`src/rtl/ber_lane_array.sv`:
```
// rtl/ber_lane_array.sv - multi-channel PRBS7/PRBS15 BER generator and checker
// Per channel: LFSR transmitter, self-synchronising checker with HUNT/LOCK, saturating counters.
module ber_lane_array #(
    parameter int NCH      = 4,
    parameter int W        = 2,
    parameter int RCW      = 58,
    parameter int ECW      = 64,
    parameter int LOCK_CNT = 16,
    parameter int LOSS_CNT = 8,
    parameter int SW       = (NCH > 1) ? $clog2(NCH) : 1
) (
    input  logic             CLK,
    input  logic             RST,
    input  logic             CLR,
    input  logic             MODE,
    input  logic [NCH-1:0]   ERR_INJ,
    output logic [NCH*W-1:0] DOUT,
    input  logic [NCH*W-1:0] DIN,
    input  logic [SW-1:0]    SEL,
    output logic [NCH-1:0]   LOCKED,
    output logic [RCW-1:0]   RECV_CNT,
    output logic [ECW-1:0]   ERR_CNT
);

    localparam int EW  = $clog2(W + 1);
    localparam int CW  = $clog2(LOCK_CNT + 1);
    localparam int LW  = $clog2(LOSS_CNT + 1);
    localparam int SWE = SW + 1;
    localparam int RSW = RCW + 1;
    localparam int ESW = ECW + 1;

    typedef enum logic {HUNT = 1'b0, LOCK = 1'b1} state_t;

    // Register always shifts all 15 bits so a PRBS7->PRBS15 switch keeps real history.
    function automatic logic pred_bit(input logic [14:0] s, input logic m);
        return m ? (s[14] ^ s[13]) : (s[6] ^ s[5]);
    endfunction

    logic                 mode_q;
    logic                 mode_chg;
    logic [NCH*RCW-1:0]   recv_flat;
    logic [NCH*ECW-1:0]   err_flat;
    logic [RCW-1:0]       recv_mux;
    logic [ECW-1:0]       err_mux;
    logic [SWE-1:0]       sel_ext;

    always_ff @(posedge CLK) begin
        mode_q <= MODE;
    end

    assign mode_chg = (MODE != mode_q);

    for (genvar c = 0; c < NCH; c++) begin : g_ch
        logic [14:0]    tx_s;
        logic [14:0]    tx_nxt;
        logic [W-1:0]   tx_word;
        logic [W-1:0]   dout_q;
        logic [14:0]    chk_s;
        logic [14:0]    chk_nxt;
        logic [W-1:0]   mism;
        logic [EW-1:0]  e;
        logic           nz;
        logic           hunt;
        state_t         state;
        logic [CW-1:0]  clean_cnt;
        logic [LW-1:0]  loss_cnt;
        logic [RCW-1:0] recv_q;
        logic [ECW-1:0] err_q;
        logic [RSW-1:0] recv_sum;
        logic [ESW-1:0] err_sum;

        always_comb begin
            tx_nxt  = mode_chg ? 15'h7FFF : tx_s;
            tx_word = '0;
            for (int i = W - 1; i >= 0; i--) begin
                tx_word[i] = pred_bit(tx_nxt, MODE);
                tx_nxt     = {tx_nxt[13:0], tx_word[i]};
            end
        end

        always_ff @(posedge CLK) begin
            if (RST) begin
                tx_s   <= 15'h7FFF;
                dout_q <= '0;
            end else begin
                tx_s   <= tx_nxt;
                dout_q <= tx_word ^ (W'(ERR_INJ[c]) << (W - 1));
            end
        end

        assign DOUT[c*W +: W] = dout_q;

        // HUNT shifts received bits in; LOCK free-runs on its own prediction.
        always_comb begin
            logic p;
            p       = 1'b0;
            hunt    = (state == HUNT) || mode_chg;
            nz      = MODE ? (|chk_s) : (|chk_s[6:0]);
            chk_nxt = chk_s;
            mism    = '0;
            e       = '0;
            for (int i = W - 1; i >= 0; i--) begin
                p       = pred_bit(chk_nxt, MODE);
                mism[i] = p ^ DIN[c*W + i];
                chk_nxt = {chk_nxt[13:0], hunt ? DIN[c*W + i] : p};
                e       = e + EW'(mism[i]);
            end
        end

        assign recv_sum = {1'b0, recv_q} + RSW'(W);
        assign err_sum  = {1'b0, err_q} + ESW'(e);

        always_ff @(posedge CLK) begin
            if (RST) begin
                state     <= HUNT;
                chk_s     <= '0;
                clean_cnt <= '0;
                loss_cnt  <= '0;
                recv_q    <= '0;
                err_q     <= '0;
            end else begin
                chk_s <= chk_nxt;
                if (mode_chg) begin
                    state     <= HUNT;
                    clean_cnt <= '0;
                    loss_cnt  <= '0;
                end else if (state == HUNT) begin
                    if (e == '0 && nz) begin
                        if (clean_cnt == CW'(LOCK_CNT - 1)) begin
                            state     <= LOCK;
                            clean_cnt <= '0;
                        end else begin
                            clean_cnt <= clean_cnt + 1'b1;
                        end
                    end else begin
                        clean_cnt <= '0;
                    end
                end else begin
                    if (e != '0) begin
                        if (loss_cnt == LW'(LOSS_CNT - 1)) begin
                            state    <= HUNT;
                            loss_cnt <= '0;
                        end else begin
                            loss_cnt <= loss_cnt + 1'b1;
                        end
                    end else begin
                        loss_cnt <= '0;
                    end
                end

                if (CLR) begin
                    recv_q <= '0;
                    err_q  <= '0;
                end else if (state == LOCK && !mode_chg) begin
                    recv_q <= recv_sum[RCW] ? '1 : recv_sum[RCW-1:0];
                    err_q  <= err_sum[ECW] ? '1 : err_sum[ECW-1:0];
                end
            end
        end

        assign LOCKED[c]                = (state == LOCK);
        assign recv_flat[c*RCW +: RCW]  = recv_q;
        assign err_flat[c*ECW +: ECW]   = err_q;
    end

    assign sel_ext = {1'b0, SEL};

    always_comb begin
        recv_mux = '0;
        err_mux  = '0;
        for (int c = 0; c < NCH; c++) begin
            if (sel_ext == SWE'(c)) begin
                recv_mux = recv_flat[c*RCW +: RCW];
                err_mux  = err_flat[c*ECW +: ECW];
            end
        end
    end

    always_ff @(posedge CLK) begin
        if (RST) begin
            RECV_CNT <= '0;
            ERR_CNT  <= '0;
        end else begin
            RECV_CNT <= recv_mux;
            ERR_CNT  <= err_mux;
        end
    end

endmodule

```
`config.mk`:
```
export PLATFORM = sky130hd
export DESIGN_NAME = ber_lane_array
export DESIGN_NICKNAME = d
export VERILOG_FILES = /design/src/rtl/ber_lane_array.sv
export SDC_FILE = /design/constraint.sdc
export NUM_CORES = 2
export LEC_CHECK = 0
export BUFFER_PORTS_ARGS = -buffer_cell sky130_fd_sc_hd__buf_2
export CORE_AREA = 2 2 304 306
export CTS_CLUSTER_DIAMETER = 60
export DETAILED_ROUTE_END_ITERATION = 6
export DIE_AREA = 0 0 306 308
export RECOVER_POWER = 50
export SYNTH_ARGS = -nofsm -noshare
export SYNTH_HDL_FRONTEND = slang
export SYNTH_SLANG_ARGS = --single-unit
export TNS_END_PERCENT = 30
```
`constraint.sdc`:
```
create_clock -name CLK -period 7.55 [get_ports CLK]
set_clock_uncertainty 0.15 [all_clocks]
set_input_delay 1.8875 -clock CLK [delete_from_list [all_inputs] [get_ports CLK]]
set_output_delay 1.8875 -clock CLK [all_outputs]
set_load 0.02 [all_outputs]
```
Word level (Yosys, flattened, before mapping)
Cells that the tools add are included.
{"block": "op_classes", "addsub": 20, "n_eq_ne": 12, "muxes": 84, "bitwise_logic": 48, "n_reduce_logical": 32}
{"operator": "$mux 64", "n": 8}
{"operator": "$mux 58", "n": 8}
{"operator": "$add 64x2->65", "n": 4}
{"operator": "$add 58x2->59 const B", "n": 4}
{"operator": "$mux 15", "n": 4}
{"operator": "$reduce_or 15->1", "n": 4}
{"operator": "$mux 1", "n": 48}
{"operator": "$mux 5", "n": 8}
{"operator": "$xor 1x1->1", "n": 40}
{"operator": "$mux 4", "n": 8}
{"operator": "$reduce_or 7->1", "n": 4}
{"operator": "$add 5x1->5 const B", "n": 4}
{"operator": "$eq 5x4->1 const B", "n": 4}
{"operator": "$add 4x1->4 const B", "n": 4}
{"operator": "$eq 4x3->1 const B", "n": 4}
{"operator": "$add 1x1->2", "n": 4}
{"operator": "$logic_and 1x1->1", "n": 8}
{"operator": "$logic_not 2->1", "n": 4}
{"operator": "$reduce_bool 2->1", "n": 4}
{"operator": "$xor 2x2->2", "n": 4}
{"operator": "$eq 2x2->1 const B", "n": 2}
{"operator": "$logic_or 1x1->1", "n": 4}
{"operator": "$not 1->1", "n": 4}
{"operator": "$reduce_or 2->1", "n": 2}
{"operator": "4 further kinds", "n": 4}
{"block": "word_totals", "register_bits": 779, "in_bits": 18, "out_inout_bits": 134, "elab_cells": 235}

Logic depth before layout (Yosys ltp)
{"block": "depth", "word_depth": 8, "depth_mapped": 17, "mapped_depth_nobuf": 15}

Worst setup path after synthesis
No wires, ideal clock.
{"block": "synth_timing", "path_kind": "input port to flip-flop", "start": "input MODE", "end": "register g_ch[2].err_q[52]", "setup_time_ns": 0.133, "arrival_time_ns": 5.196, "t_required_ns": 7.267, "slack_ns": 2.072, "stages": 17, "n_path_buf": 3, "cell_sequence": "buf_2 > clkbuf_1 > nor2_1 > a21oi_1 > xnor2_1 > inv_1 > ha_1 > ha_1 > inv_1 > fa_1 > nand3b_1 > nor4_4 > nand4_1 > clkbuf_1 > nor4_1 > xnor2_1 > a21oi_1"}
{"block": "synth_between", "elab_chain_len": 5, "elab_cells_between_ends": 10, "classes_between": "add/sub: 2; eq/ne: 1; mux: 3; bitwise: 2; reduce/logical: 2"}
{"element": "from (decl)", "line": "15", "rtl": "input logic MODE,"}
{"element": "$mux 1", "line": "36", "rtl": "return m ? (s[14] ^ s[13]) : (s[6] ^ s[5]);"}
{"element": "$xor 1x1->1", "line": "104", "rtl": "mism[i] = p ^ DIN[c*W + i];"}
{"element": "$add 1x1->2", "line": "106", "rtl": "e = e + EW'(mism[i]);"}
{"element": "$add 64x2->65", "line": "111", "rtl": "assign err_sum = {1'b0, err_q} + ESW'(e);"}
{"element": "$mux 64", "line": "156", "rtl": "err_q <= err_sum[ECW] ? '1 : err_sum[ECW-1:0];"}
{"element": "to (signal assigned)", "line": "156"}
{"element": "to (decl)", "line": "68", "rtl": "logic [ECW-1:0] err_q;"}
Parallel ways exist; a longest one is shown, timed or not.
A chain may end at the register's enable or synchronous reset.

Worst setup path after layout
{"block": "layout_timing", "start": "input MODE", "end": "register g_ch[3].err_q[9]"}
{"block": "layout_between", "elab_chain_len": 5, "elab_cells_between_ends": 10, "classes_between": "add/sub: 2; eq/ne: 1; mux: 3; bitwise: 2; reduce/logical: 2"}
{"element": "$mux 1", "line": "36"}
{"element": "$xor 1x1->1", "line": "104"}
{"element": "$add 1x1->2", "line": "106"}
{"element": "$add 64x2->65", "line": "111"}
{"element": "$mux 64", "line": "156"}
{"element": "to (signal assigned)", "line": "156"}
{"element": "to (decl)", "line": "68"}
Parallel ways exist; a longest one is shown, timed or not.

==> results.py <==
metrics = {
    "floorplanning": {
        "initial_core_util_pct": 39.7,
        "fp-row-count": 111,
        "die_x_um": 306,
        "fp.dieArea_um2": 94200,
        "coreArea_um2": 91000,
        "ios": 152,
        "die_y_um": 308,
    },
    "setup_path": {
        "max_stage_delay_ns": 0.84,
        "arrival_ns": 6.64,
        "cp-start-kind": "input port",
        "worstPathRequired_ns": 7.96,
        "cp-end-kind": "register",
        "critical_path.max_fanout": 55,
        "slowest_stage": "clkbuf_1",
        "criticalPathCategory": "input port to register",
        "crit_chain": "clkbuf_1, clkbuf_1, nor2_1, a21oi_1, xnor2_1, inv_1, ha_1, ha_1, inv_1, fa_1, nor3_1, buf_4, nand3_1, nor2_1, nand3_2, buf_4, a21oi_1",
    },
    "cts": {
        "htree_levels": 3,
        "cts_buffers": 91,
        "clock_sinks": 779,
        "path_clk_slew_ns": 0.06,
        "cts_root_buf": "clkbuf_16",
        "post-cts-setup-buffer-count": 0,
        "cts_resized": 0,
        "cts_tree": "built",
        "hold_buffers": 0,
        "cts_max_path_buffers": 3,
        "clkLatencyLatePin_ns": 0.67,
    },
    "grt": {
        "antenna_found_initial": 3,
        "grt_pass1_wl_mm": 166,
        "globalRouteOverflowTotal": 0,
        "grt_use_total_pct": 22.3,
        "grt_pass1_vias": 27800,
        "grt_max_degree": 248,
    },
    "placement": {
        "gp_congestion": 0.899,
        "dp.cells": 5107,
        "numPortBuffers": 151,
        "dp_hpwl_mm": 76.1,
    },
    "timing": {
        "rsz0062_at_grt": "no",
        "tightest_slew_ns": 4.09,
        "fin_tns_setup_ns": 0,
        "slew_violations": 229,
        "hold_violations": 0,
        "finalSetupViolCount": 0,
        "max_freq_mhz": 160,
        "period_needed_ns": 6.23,
        "post-route-period-util_pct": 82.5,
        "slew_headroom_pct": -173,
        "holdWs_ns": 0.257,
    },
    "yosys": {
        "syn_avg_cell_area_um2": 9.17,
        "ys_seq_area_share_pct": 43.2,
        "synth-seq-cells": 779,
        "synthArstFlopShare_pct": 0,
        "synth_ff_type": "dfxtp_1",
        "yosys.area.top_type": "dfxtp_1",
        "yosys_warnings": 0,
        "syn-cell-area_um2": 36100,
        "synth_edf_count": 0,
        "synth_most_common_cell": "dfxtp_1",
        "synth_nets": 3995,
        "synth_area_leaders": "dfxtp_1 43%, mux4_2 7.6%, xnor2_1 7.3%",
        "yosysTopAreaCellShare_pct": 43.2,
        "syn_inst": 3937,
        "synth_common_cells": "779 x dfxtp_1, 498 x a21oi_1, 302 x xnor2_1, 256 x nor2_1, 238 x nand2_1",
        "ys_types": 63,
    },
    "flow_run": {
        "drv_cap": 4,
    },
    "power": {
        "p_per_area_nw_per_um2": 222,
        "cellInternalPower_mw": 7.06,
        "irDropWorstVdd_mv": 0.154,
        "swShare_pct": 22.5,
        "p_leak_nw": 12.5,
        "switchingPower_mw": 2.05,
        "p_comb_share_pct": 2.5,
        "p_clk_share_pct": 52.1,
        "p_seq_share_pct": 45.4,
    },
    "cells_and_area": {
        "drive_gt1_share_pct": 9.19,
        "areaGrowthSynthToFinish_pct": 13.5,
        "utilization_pct": 45.1,
        "nFillCells": 8755,
        "stdcell_count": 5279,
        "nets": 4072,
    },
    "detailed_routing": {
        "finalWirelength_mm": 107,
        "vias_per_cell": 5.68,
        "drc_errors": 0,
        "via_count": 30000,
        "wl_per_cell_um": 20.3,
        "drtIter0Drc": 2826,
        "final_antenna_net_count": 0,
        "first_pass_iters": 5,
    },
    "min_path": {
        "hold_path_class": "register to register",
    },
    "run_status": {
        "run_status": "finished with violations",
        "violations": "capacitance limit, slew limit",
    },
}
==> area by class of cell <==
class / count / area [µm²] / share of cell area (%)
antenna: 2 / 5.00 / 0.0122
clock buffer: 115 / 2550 / 6.23
clock inverter: 55 / 699 / 1.71
inverter: 109 / 409 / 0.998
multi-input combinational: 2844 / 19300 / 47.2
sequential: 779 / 15600 / 38.1
tap: 1186 / 1480 / 3.62
timing repair buffer: 189 / 901 / 2.20
==> kinds of logic after synthesis <==
group,after synthesis,share of synthesized area [%]
xor gates and xnor gates,464,11.3
AOI/OAI and AO/OA,613,8.99
DFF,779,43.2
muxes,129,7.80
buffers and inverters,314,3.36
and+or+nand+nor,1598,23.9
adders and majority gates,40,1.47
==> worst paths after layout <==
kind | startpoint | endpoint | slack, ns | depth (start not counted)
max reg2reg | g_ch[2].chk_s[6]$_SDFF_PP0_ | g_ch[2].err_q[0]$_SDFFE_PP0P_ | 3.24 | 15
max | MODE | g_ch[3].err_q[9]$_SDFFE_PP0P_ | 1.32 | 17
min reg2reg | g_ch[3].tx_s[2]$_SDFF_PP1_ | g_ch[3].tx_s[4]$_SDFF_PP1_ | 0.26 | 1
min | g_ch[3].tx_s[2]$_SDFF_PP1_ | g_ch[3].tx_s[4]$_SDFF_PP1_ | 0.26 | 1
==> per-layer routing <==
layer  GRT usage (%)  share of wire, %
met2            34.0                44
met5               0             0.012
met4            7.96               3.0
met1            31.4                45
met3            4.03               7.3
==> metrics by stage <==
stage | worst slack (ns) | cell area [µm²] | power (mW)
final | 1.32 | 41000 | 9.10
after global routing | 1.02 | 41000 | 9.38
after CTS | 2.28 | 41200 | 9.19
after detailed placement | 1.60 | 37900 | 4.45
after global placement | 1.65 | 37900 | 4.45
after floorplan | 2.07 | 36100 | 4.39
==> placed cells by master, fill, tap and decap left out, types with 20 or more instances in the layout <==
| cell type | count |
|---|---|
| and2_1 | 22 |
| o21ai_0 | 44 |
| nand3_1 | 203 |
| clkinv_2 | 20 |
| clkbuf_16 | 94 |
| clkbuf_1 | 154 |
| nor4_1 | 103 |
| ha_1 | 36 |
| mux4_2 | 122 |
| a31oi_1 | 22 |
| nor2_1 | 255 |
| and4_1 | 30 |
| nor2b_1 | 168 |
| inv_1 | 108 |
| nor3_1 | 161 |
| xor2_1 | 159 |
| a21oi_1 | 498 |
| nand2_1 | 235 |
| buf_4 | 24 |
| xnor2_1 | 302 |
| dfxtp_1 | 779 |
| or3_1 | 71 |
| nand4_1 | 186 |
| and3_1 | 57 |
==> flip-flops by register name, indices dropped and copies added, names as in the netlist <==
register / flops
g_ch.tx_s: 60
mode_q: 1
g_ch.dout_q: 8
g_ch.clean_cnt: 20
g_ch.recv_q: 232
RECV_CNT: 58
g_ch.chk_s: 60
g_ch.err_q: 256
g_ch.loss_cnt: 16
g_ch.state: 4
ERR_CNT: 64
==> power groups by stage <==
stage | registers [mW] | clock network, mW | logic (mW)
3_3_place_gp | 4.22 | 0 | 0.229
5_1_grt | 4.13 | 5.00 | 0.248
3_5_place_dp | 4.22 | 0 | 0.229
2_1_floorplan | 4.23 | 0 | 0.165
4_1_cts | 4.13 | 4.82 | 0.230
6_report | 4.13 | 4.74 | 0.226
==> worst max-delay path, delay by kind of cell <==
kind                       cells  cell delay, ns
xor gates and xnor gates       1            0.19
adders and majority gates      3            0.87
and+or+nand+nor                5            1.01
AOI/OAI and AO/OA              2            0.48
buffers and inverters          6            2.14
(Power assumes the default switching activity.)
